[src/rtl/keypad_scanner.sv]
// -----------------------------------------------------------------------------
// keypad_scanner
//
// Scans a 4x4 matrix keypad by driving one column low at a time. The row lines
// are sampled once per column step and combined into a four-column "frame".
// Frames with exactly one closed contact are debounced: DEBOUNCE identical
// frames accept a key, and DEBOUNCE empty frames release it. Each accepted key
// is handed to a consumer through a valid/ack holding register. If a new key
// arrives while an earlier one is still unconsumed, it is dropped and a sticky
// overrun flag is raised.
//
// Parameters
//   SCAN_DIV  clk cycles per column step (2..65535); also the row settling time
//   DEBOUNCE  identical frames needed to accept a press or a release (1..15)
//
// Ports
//   clk        clock; all state changes on its rising edge
//   res        asynchronous active-low reset
//   row[3:0]   keypad rows, active-low, asynchronous to clk
//   col[3:0]   column drive, active-low, one-cold
//   key_code   accepted key, 4*row_index + col_index
//   key_valid  key_code holds a key the consumer has not yet taken
//   key_ack    consumer takes key_code (ignored while key_valid is low)
//   overrun    sticky: an accepted key was dropped; cleared by an accepted ack
// -----------------------------------------------------------------------------
module keypad_scanner #(
    parameter int SCAN_DIV = 1000,
    parameter int DEBOUNCE = 4
) (
    input  logic       clk,
    input  logic       res,
    input  logic [3:0] row,
    output logic [3:0] col,
    output logic [3:0] key_code,
    output logic       key_valid,
    input  logic       key_ack,
    output logic       overrun
);

    localparam logic [15:0] DIV_LAST = 16'(SCAN_DIV - 1);
    localparam logic [3:0]  DEB      = 4'(DEBOUNCE);

    typedef enum logic [1:0] {
        S_IDLE    = 2'd0,
        S_CAND    = 2'd1,
        S_PRESSED = 2'd2
    } state_t;

    // Number of low bits in a row sample, saturated at 2 ("more than one").
    function automatic logic [1:0] low_count(input logic [3:0] r);
        logic [2:0] n;
        n = 3'd0;
        for (int k = 0; k < 4; k++) begin
            n = n + {2'b00, ~r[k]};
        end
        return (n > 3'd1) ? 2'd2 : n[1:0];
    endfunction

    // Index of the lowest-numbered low row bit; only meaningful when exactly
    // one bit is low.
    function automatic logic [1:0] low_row(input logic [3:0] r);
        logic [1:0] i;
        i = 2'd0;
        for (int k = 3; k >= 0; k--) begin
            if (!r[k]) begin
                i = 2'(k);
            end
        end
        return i;
    endfunction

    // Saturating add of two 0/1/many counts.
    function automatic logic [1:0] sat_add(input logic [1:0] a, input logic [1:0] b);
        logic [2:0] s;
        s = {1'b0, a} + {1'b0, b};
        return (s > 3'd1) ? 2'd2 : s[1:0];
    endfunction

    logic [3:0]  row_p0;
    logic [3:0]  row_p1;
    logic [15:0] presc;
    logic        tick;
    logic [1:0]  idx;

    logic [1:0]  frame_low;
    logic [3:0]  frame_code;

    logic [1:0]  smp_low;
    logic [1:0]  tot_low;
    logic [3:0]  hit_code;
    logic        frame_close;
    logic        frame_key;
    logic        frame_none;
    logic        accept;

    state_t      state;
    logic [3:0]  cand;
    logic [3:0]  cnt;
    logic [3:0]  rel_cnt;

    // ---- stage p0/p1: row synchronizer (released level is all-ones) ----
    always_ff @(posedge clk or negedge res) begin
        if (!res) begin
            row_p0 <= 4'hF;
            row_p1 <= 4'hF;
        end else begin
            row_p0 <= row;
            row_p1 <= row_p0;
        end
    end

    // ---- column step timing: prescaler, column index and column drive ----
    assign tick = (presc == DIV_LAST);

    always_ff @(posedge clk or negedge res) begin
        if (!res) begin
            presc <= 16'd0;
            idx   <= 2'd0;
            col   <= 4'b1110;
        end else begin
            if (tick) begin
                presc <= 16'd0;
                idx   <= idx + 2'd1;
                // Rotating the one-cold pattern keeps col == ~(1 << idx).
                col   <= {col[2:0], col[3]};
            end else begin
                presc <= presc + 16'd1;
            end
        end
    end

    // ---- frame assembly: the sample on a tick belongs to the column being
    // driven before the index advances ----
    always_comb begin
        smp_low     = low_count(row_p1);
        tot_low     = sat_add(frame_low, smp_low);
        hit_code    = (smp_low == 2'd1) ? {low_row(row_p1), idx} : frame_code;
        frame_close = tick && (idx == 2'd3);
        frame_key   = frame_close && (tot_low == 2'd1);
        frame_none  = frame_close && (tot_low != 2'd1);
    end

    always_ff @(posedge clk or negedge res) begin
        if (!res) begin
            frame_low  <= 2'd0;
            frame_code <= 4'd0;
        end else if (tick) begin
            if (idx == 2'd3) begin
                frame_low  <= 2'd0;
                frame_code <= 4'd0;
            end else begin
                frame_low  <= tot_low;
                frame_code <= hit_code;
            end
        end
    end

    // Acceptance is decided in the frame-close cycle so that the FSM and the
    // holding register update on the same edge.
    always_comb begin
        accept = 1'b0;
        if (frame_key) begin
            if (state == S_IDLE) begin
                accept = (DEB == 4'd1);
            end else if (state == S_CAND) begin
                accept = (hit_code == cand) && ((cnt + 4'd1) == DEB);
            end
        end
    end

    // ---- debounce FSM and key holding register ----
    always_ff @(posedge clk or negedge res) begin
        if (!res) begin
            state     <= S_IDLE;
            cand      <= 4'd0;
            cnt       <= 4'd0;
            rel_cnt   <= 4'd0;
            key_code  <= 4'd0;
            key_valid <= 1'b0;
            overrun   <= 1'b0;
        end else begin
            unique case (state)
                S_IDLE: begin
                    if (frame_key) begin
                        cand    <= hit_code;
                        cnt     <= 4'd1;
                        rel_cnt <= 4'd0;
                        state   <= accept ? S_PRESSED : S_CAND;
                    end
                end
                S_CAND: begin
                    if (frame_key) begin
                        if (accept) begin
                            state   <= S_PRESSED;
                            cnt     <= 4'd0;
                            rel_cnt <= 4'd0;
                        end else if (hit_code == cand) begin
                            cnt <= cnt + 4'd1;
                        end else begin
                            cand <= hit_code;
                            cnt  <= 4'd1;
                        end
                    end else if (frame_none) begin
                        state <= S_IDLE;
                        cnt   <= 4'd0;
                    end
                end
                S_PRESSED: begin
                    // Any key frame restarts the release count; there is no
                    // auto-repeat, so nothing is accepted from this state.
                    if (frame_key) begin
                        rel_cnt <= 4'd0;
                    end else if (frame_none) begin
                        if ((rel_cnt + 4'd1) == DEB) begin
                            state   <= S_IDLE;
                            rel_cnt <= 4'd0;
                        end else begin
                            rel_cnt <= rel_cnt + 4'd1;
                        end
                    end
                end
                default: begin
                    state <= S_IDLE;
                end
            endcase

            if (accept) begin
                if (!key_valid || key_ack) begin
                    key_code  <= hit_code;
                    key_valid <= 1'b1;
                end
                // A simultaneous ack frees the register, so nothing is lost.
                if (key_valid && key_ack) begin
                    overrun <= 1'b0;
                end else if (key_valid) begin
                    overrun <= 1'b1;
                end
            end else if (key_valid && key_ack) begin
                key_valid <= 1'b0;
                overrun   <= 1'b0;
            end
        end
    end

endmodule

[config.mk]
export PLATFORM = sky130hd
export DESIGN_NAME = keypad_scanner
export DESIGN_NICKNAME = d
export VERILOG_FILES = /design/src/rtl/keypad_scanner.sv
export SDC_FILE = /design/constraint.sdc
export NUM_CORES = 1
export LEC_CHECK = 0
export CAP_MARGIN = 20
export CORE_ASPECT_RATIO = 0.5
export CORE_MARGIN = 2
export CORE_UTILIZATION = 62
export CTS_BUF_LIST = sky130_fd_sc_hd__clkbuf_8
export CTS_CLUSTER_DIAMETER = 100
export DETAILED_ROUTE_END_ITERATION = 10
export PLACE_DENSITY_LB_ADDON = 0.12
export SYNTH_ARGS = -nofsm -noshare
export SYNTH_HDL_FRONTEND = slang
export SYNTH_SLANG_ARGS = --single-unit
[constraint.sdc]
create_clock -name clk -period 5.8 [get_ports clk]
set_input_delay 1.16 -clock clk [delete_from_list [all_inputs] [get_ports clk]]
set_output_delay 1.16 -clock clk [all_outputs]
set_load 0.02 [all_outputs]
==> results.sh, run 1 <==
export IMPL_status="completed"
export IMPL_portBuffers=16
export IMPL_grt_pass1_wl_um=9210
export IMPL_viasPerCell=5.72
export IMPL_rsz0062_at_grt="no"
export IMPL_cap_violations=0
export IMPL_synth_most_common_cell="dfrtp_1"
export IMPL_worst_skew_pair_late_latency_ns=0.31
export IMPL_coreArea_um2=4420
export IMPL_drt_total_wl_um=5130
export IMPL_drcViolationCount=0
export IMPL_syn2layout_area_growth_pct=10.7
export IMPL_antenna_found_initial=0
export IMPL_drv_slew=0
export IMPL_cts_tree="yes"
export IMPL_critical_path_class="flop to flop"
export IMPL_final_nets=313
export IMPL_cts_buffers=5
export IMPL_grt_use_total_pct=23.1
export IMPL_worstPathRequired_ns=6.00
export IMPL_end_kind="flop"
export IMPL_ios=17
export IMPL_root_buffer="clkbuf_8"
export IMPL_cp_max_fo=5
export IMPL_ys_seq_area_share_pct=49.4
export IMPL_final_period_utilization_pct=68.4
export IMPL_die_area_um2=5210
export IMPL_synth_top_area_cell="dfrtp_1"
export IMPL_r2r_slack_ns=1.83
export IMPL_row_count=17
export IMPL_routedWlPerCell_um=14.6
export IMPL_postCtsHoldBufs=0
export IMPL_ir_drop_mv=0.114
export IMPL_ys_warn_count=0
export IMPL_synth_cell_types=55
export IMPL_tightest_slew_ns=0.673
export IMPL_die_h_um=52.1
export IMPL_cp_start_kind="flop"
export IMPL_cts_sinks=56
export IMPL_postSynthAreaPerCell_um2=10.5
export IMPL_first_pass_iters=5
export IMPL_finalClockSkew_ns=0.00795
export IMPL_cts_max_path_buffers=2
export IMPL_timing_rr_end="key_code[2]"
export IMPL_dp_hpwl_um=3720
export IMPL_dp_slack_ns=1.87
export IMPL_fin_crit_ns=3.97
export IMPL_synth_area_leaders="dfrtp_1, dfstp_2, nand2_1, ha_1, xor2_1"
export IMPL_grt_ovfl_total=0
export IMPL_postCtsSetupRepairBufs=0
export IMPL_h_tree_depth=2
export IMPL_rr_worst_depth=14
export IMPL_setup_worst_path_start="row_p1[1]"
export IMPL_setup_worst_path_end="key_code[2]"
export IMPL_synthesis_nets=293
export IMPL_synth_edf_count=0
export IMPL_grt_pass1_vias=2013
export IMPL_finalSetupViolations=0
export IMPL_leakagePower_uw=0.00144
export IMPL_grt_max_degree=57
export IMPL_clkTransAtPathRegs_ns=0.10
export IMPL_r2r_start="row_p1[1]"
export IMPL_final_layout_size_suffix_gt1_share_pct=12.2
export IMPL_start_util_pct=64.7
export IMPL_hold_viol_final=0
export IMPL_syn_cell_area_um2=2860
export IMPL_synth_seq_cells=56
export IMPL_drt_iter0_drc=89
export IMPL_async_reset_ff_share_pct=100
export IMPL_postRouteAntennaNets=0
export IMPL_synth_commonest_cells="dfrtp_1, nand2_1, inv_1, nor2_1, o21ai_0"
export IMPL_die_w_um=100
export IMPL_max_slew_margin_pct=55.1
export IMPL_antenna_cells=0
export IMPL_hold_path_class="flop to flop"
export IMPL_synth_cells=273
export IMPL_setup_slack_ns=1.83
export IMPL_via_count=2007
export IMPL_fmax_ghz=0.252
export IMPL_ctsResizeCount=0
export IMPL_synth_top_area_share_pct=39.3
export IMPL_synth_flop_cell="dfrtp_1"
export IMPL_arrival_ns=4.17
export IMPL_power_density_nw_per_um2=209
export IMPL_fin_tns_setup_ns=0
export IMPL_place_gp_congestion=0.816
==> how the worst min path moves through the flow <==
stage,start,to,depth (start not counted)
detailed placement,row_p0[2],row_p1[2],0
CTS,row_p0[1],row_p1[1],0
finish,row_p0[1],row_p1[1],0
global route,row_p0[1],row_p1[1],0
floorplan,row_p0[0],row_p1[0],0
global placement,row_p0[0],row_p1[0],0
==> flip-flops by register name, indices dropped and copies added (netlist names) <==
signal      flops
col             4
frame_code      4
cnt             4
key_valid       1
row_p0          4
frame_low       2
rel_cnt         4
row_p1          4
state           2
idx             2
cand            4
overrun         1
key_code        4
presc          16
==> cell usage in the layout (no fill, tap or decap), types with 2 or more instances in the layout <==
cell / n
o31ai_1: 5
clkbuf_8: 5
clkdlybuf4s50_1: 15
nand2b_1: 3
a21oi_1: 4
a21o_1: 4
dfrtp_1: 45
a31oi_1: 2
inv_1: 16
nor2_1: 15
nand4b_1: 2
mux2i_1: 6
ha_1: 11
buf_4: 2
dfstp_2: 11
fa_1: 2
nand2_1: 39
nor3_1: 3
and2_1: 3
xor2_1: 10
o22ai_1: 2
a22o_1: 4
nand3_1: 11
and3_1: 5
nand4_1: 4
o21ai_0: 13
or2_2: 4
and4_1: 2
nor3_4: 2
xnor2_1: 9
nor4_1: 2
nor4b_1: 3
nor2b_1: 4
==> layer usage <==
| metal | share of wire (%) | GRT usage, % | wire [um] | up-vias |
|---|---|---|---|---|
| li1 | - | - | - | 991 |
| met1 | 49 | 31.8 | 2540 | 977 |
| met2 | 46 | 36.5 | 2350 | 34 |
| met4 | 0.82 | 7.31 | 42 | 0 |
| met5 | 0 | 0 | 0 | - |
| met3 | 3.8 | 6.18 | 197 | 5 |
==> through the flow <==
step | instances | hold slack, ns | utilization [%] | power, uW | instance area (um2)
after floorplan | 273 | 0.345 | - | 437 | 2860
after global placement | 343 | 0.349 | 69.7 | 456 | 3090
after detailed placement | 343 | 0.348 | 69.7 | 458 | 3090
after CTS | 351 | 0.365 | 71.7 | 666 | 3170
after global routing | 351 | 0.367 | 71.7 | 691 | 3170
final | 351 | 0.363 | 71.7 | 664 | 3170
==> kinds of logic (layout without fill, tap and decap cells) <==
kind of cell / Yosys count / after routing / share of synthesized area [%]
multiplexers: 8 / 8 / 2.88
XOR/XNOR: 19 / 19 / 5.81
AO/OA/AOI/OAI: 45 / 45 / 11.1
buffers and inverters: 20 / 41 / 2.66
adder cells (fa/ha/maj): 13 / 13 / 6.20
AND/OR/NAND/NOR: 112 / 112 / 21.9
flip-flops: 56 / 56 / 49.4
==> cell type report <==
cell class,instances,area [um2]
Multi-Input combinational cell,197,1370
Clock inverter,3,17.5
Fill cell,325,1250
Inverter,15,56.3
Timing Repair Buffer,18,170
Clock buffer,5,68.8
Sequential cell,56,1420
Tap cell,57,71.3
==> power by group <==
part           internal (uW)  switching, uW  leakage, uW
clock                   84.7            129    0.0000497
sequential               396           2.44     0.000713
combinational           20.4           31.1     0.000680
==> worst max-delay path: stages (launching register included) <==
cell and delay, ns:
dfstp_2 0.59, fa_1 0.42, inv_1 0.08, ha_1 0.17, inv_1 0.05, ha_1 0.29
o21ai_0 0.08, and2_1 0.16, ha_1 0.18, fa_1 0.43, nor2_1 0.19, and2_0 0.30
o2111a_1 0.23, and4_1 0.33, mux2_1 0.35
Power figures use the tool's default switching activity.
==> run 2, diff against run 1 <==
Settings changed: CORE_UTILIZATION 62 to 61.
Clock period 5.8 ns to 4.1 ns, I/O delays scaled along.
==> run 2 against run 1 <==
Maximum frequency rose by 3.8%; critical path type unchanged; combinational power up 45%; largest power group unchanged; sequential share of layout area is 0.42 points lower; via count grew 3.0%; cell area rose by 0.95%; setup slack lost 1.6 ns; count of clock-buffer cells in the layout unchanged; register-to-register slack worse by 1.6 ns; cell count grew 0.85%; die area increased by 1.5%; sequential power grew 42%; clock skew increased by 0.0032 ns.
==> results.sh, run 2 (same netlist as run 1, synthesis figures left out) <==
export IMPL_ir_drop_mv=0.206
export IMPL_dp_hpwl_um=3950
export IMPL_fin_tns_setup_ns=0
export IMPL_drt_iter0_drc=54
export IMPL_hold_path_class="flop to flop"
export IMPL_routedWlPerCell_um=15.7
export IMPL_grt_max_degree=44
export IMPL_tightest_slew_ns=0.928
export IMPL_syn2layout_area_growth_pct=11.8
export IMPL_stdcell_area_um2=3200
export IMPL_drv_slew=0
export IMPL_highest_layer="met4"
export IMPL_largest_reg_flops=16
export IMPL_status="completed"
export IMPL_clockPowerShare_pct=33.7
export IMPL_final_layout_size_suffix_gt1_share_pct=13.5
export IMPL_drt_total_wl_um=5560
export IMPL_final_cell_mix="dfrtp_1, nand2_1, inv_1, nor2_1, clkdlybuf4s50_1"
export IMPL_grt_pass1_wl_um=9490
export IMPL_antenna_cells=0
export IMPL_start_util_pct=64.1
export IMPL_finalSetupViolations=0
export IMPL_row_count=17
export IMPL_critical_path_class="flop to flop"
export IMPL_root_buffer="clkbuf_8"
export IMPL_multi_input_area_um2=1370
export IMPL_leakagePower_uw=0.00145
export IMPL_p_total_uw=963
export IMPL_place_area_um2=3110
export IMPL_grt_ovfl_total=0
export IMPL_power_density_nw_per_um2=301
export IMPL_clkTransAtPathRegs_ns=0.10
export IMPL_end_kind="flop"
export IMPL_coreArea_um2=4470
export IMPL_cts_sinks=56
export IMPL_dr_wl_met3_um=255
export IMPL_fin_crit_ns=3.82
export IMPL_worst_skew_pair_late_latency_ns=0.33
export IMPL_seqPwrFrac_pct=58.6
export IMPL_antenna_found_initial=0
export IMPL_die_w_um=101
export IMPL_internal_power_uw=714
export IMPL_rsz0062_at_grt="no"
export IMPL_hold_viol_final=0
export IMPL_grt_use_total_pct=24.1
export IMPL_cts_tree="yes"
export IMPL_portBuffers=16
export IMPL_top_register="presc"
export IMPL_finalClockSkew_ns=0.0111
export IMPL_final_nets=316
export IMPL_final_period_utilization_pct=93.2
export IMPL_ios=17
export IMPL_postRouteAntennaNets=0
export IMPL_max_slew_margin_pct=38.1
export IMPL_place_gp_congestion=0.787
export IMPL_final_common_cell="dfrtp_1"
export IMPL_power_frac_comb_pct=7.7
export IMPL_n_fill_cell=328
export IMPL_layout_area_seq_um2=1420
export IMPL_die_h_um=52.5
export IMPL_cp_max_fo=5
export IMPL_netSwitchingPower_uw=248
export IMPL_drcViolationCount=0
export IMPL_grt_pass1_vias=2058
export IMPL_viasPerCell=5.84
export IMPL_cp_start_kind="flop"
export IMPL_cts_max_path_buffers=2
export IMPL_first_pass_iters=4
export IMPL_dr_wl_met2_um=2480
export IMPL_cap_violations=0
export IMPL_arrival_ns=4.04
export IMPL_wl_met1_um=2700
export IMPL_worstPathRequired_ns=4.31
export IMPL_via_count=2067
export IMPL_fmax_ghz=0.262
export IMPL_cts_buffers=5
export IMPL_switching_share_pct=25.8
export IMPL_die_area_um2=5290
export IMPL_h_tree_depth=2
[run 2: cell types whose count changed in the layout (fill, tap and decap cells not counted)]
cell	before	now
clkinvlp_4	0	1
and2_1	3	4
clkinv_2	1	0
inv_1	16	15
and2_0	1	0
buf_4	2	5
inv_6	1	2
[run 2: final cells by class]
class | count | area share (%)
inverters | 15 | 1.76
well taps | 57 | 2.23
clock buffers | 5 | 2.15
repair buffers | 21 | 6.02
clock inverters | 3 | 0.782
multi-input cells | 197 | 42.9
flip-flops and latches | 56 | 44.2
[run 2: power by group through the flow]
stage | Clock (uW) | Combinational (uW) | Sequential [uW]
2_1_floorplan | 0 | 44.4 | 574
3_3_place_gp | 0 | 71.4 | 574
3_5_place_dp | 0 | 75.1 | 574
4_1_cts | 329 | 75.4 | 564
5_1_grt | 353 | 84.6 | 565
6_report | 324 | 74.3 | 564
[run 2: worst max-delay path: stages (launching register included)]
cell and delay (ns):
dfstp_2 0.59, fa_1 0.42, inv_1 0.10, ha_1 0.18
inv_1 0.06, ha_1 0.29, o21ai_0 0.08, and2_1 0.16
ha_1 0.19, fa_1 0.43, nor2_1 0.20, and2_1 0.26
o2111a_1 0.21, and4_1 0.23, mux2_1 0.33
[run 2: per-stage QoR]
| stage | utilization, % | std cells | hold WS [ns] | setup slack [ns] |
|---|---|---|---|---|
| floorplan | - | 273 | 0.345 | 0.411 |
| global placement | 69.6 | 346 | 0.349 | 0.387 |
| detailed placement | 69.6 | 346 | 0.348 | 0.243 |
| CTS | 71.7 | 354 | 0.366 | 0.211 |
| global route | 71.7 | 354 | 0.368 | 0.0147 |
| finish | 71.7 | 354 | 0.364 | 0.278 |
[run 2: final timing paths]
check / depth (start not counted) / from / endpoint / slack [ns]
worst min register to register: 0 / row_p0[1] / row_p1[1] / 0.36
worst max-delay path: 14 / row_p1[1] / key_code[2] / 0.28
max in group asynchronous: 2 / res / cand[0] / 2.72
worst max register to register: 14 / row_p1[1] / key_code[2] / 0.28
min in group asynchronous: 1 / res / presc[2] / 0.63
worst min-delay path: 0 / row_p0[1] / row_p1[1] / 0.36
[run 2: what timing repair did]
action                                  in CTS  in global routing
hold buffers                                 0                  0
buffers inserted                             0                  0
gates resized for setup                      0                  1
endpoints found under the setup margin       0                  4
[run 2: routing by layer]
layer / vias to the layer above / GRT usage (%)
met1: 1006 / 31.5
met5: - / 0
li1: 997 / -
met2: 50 / 38.3
met4: 0 / 9.91
met3: 14 / 7.07
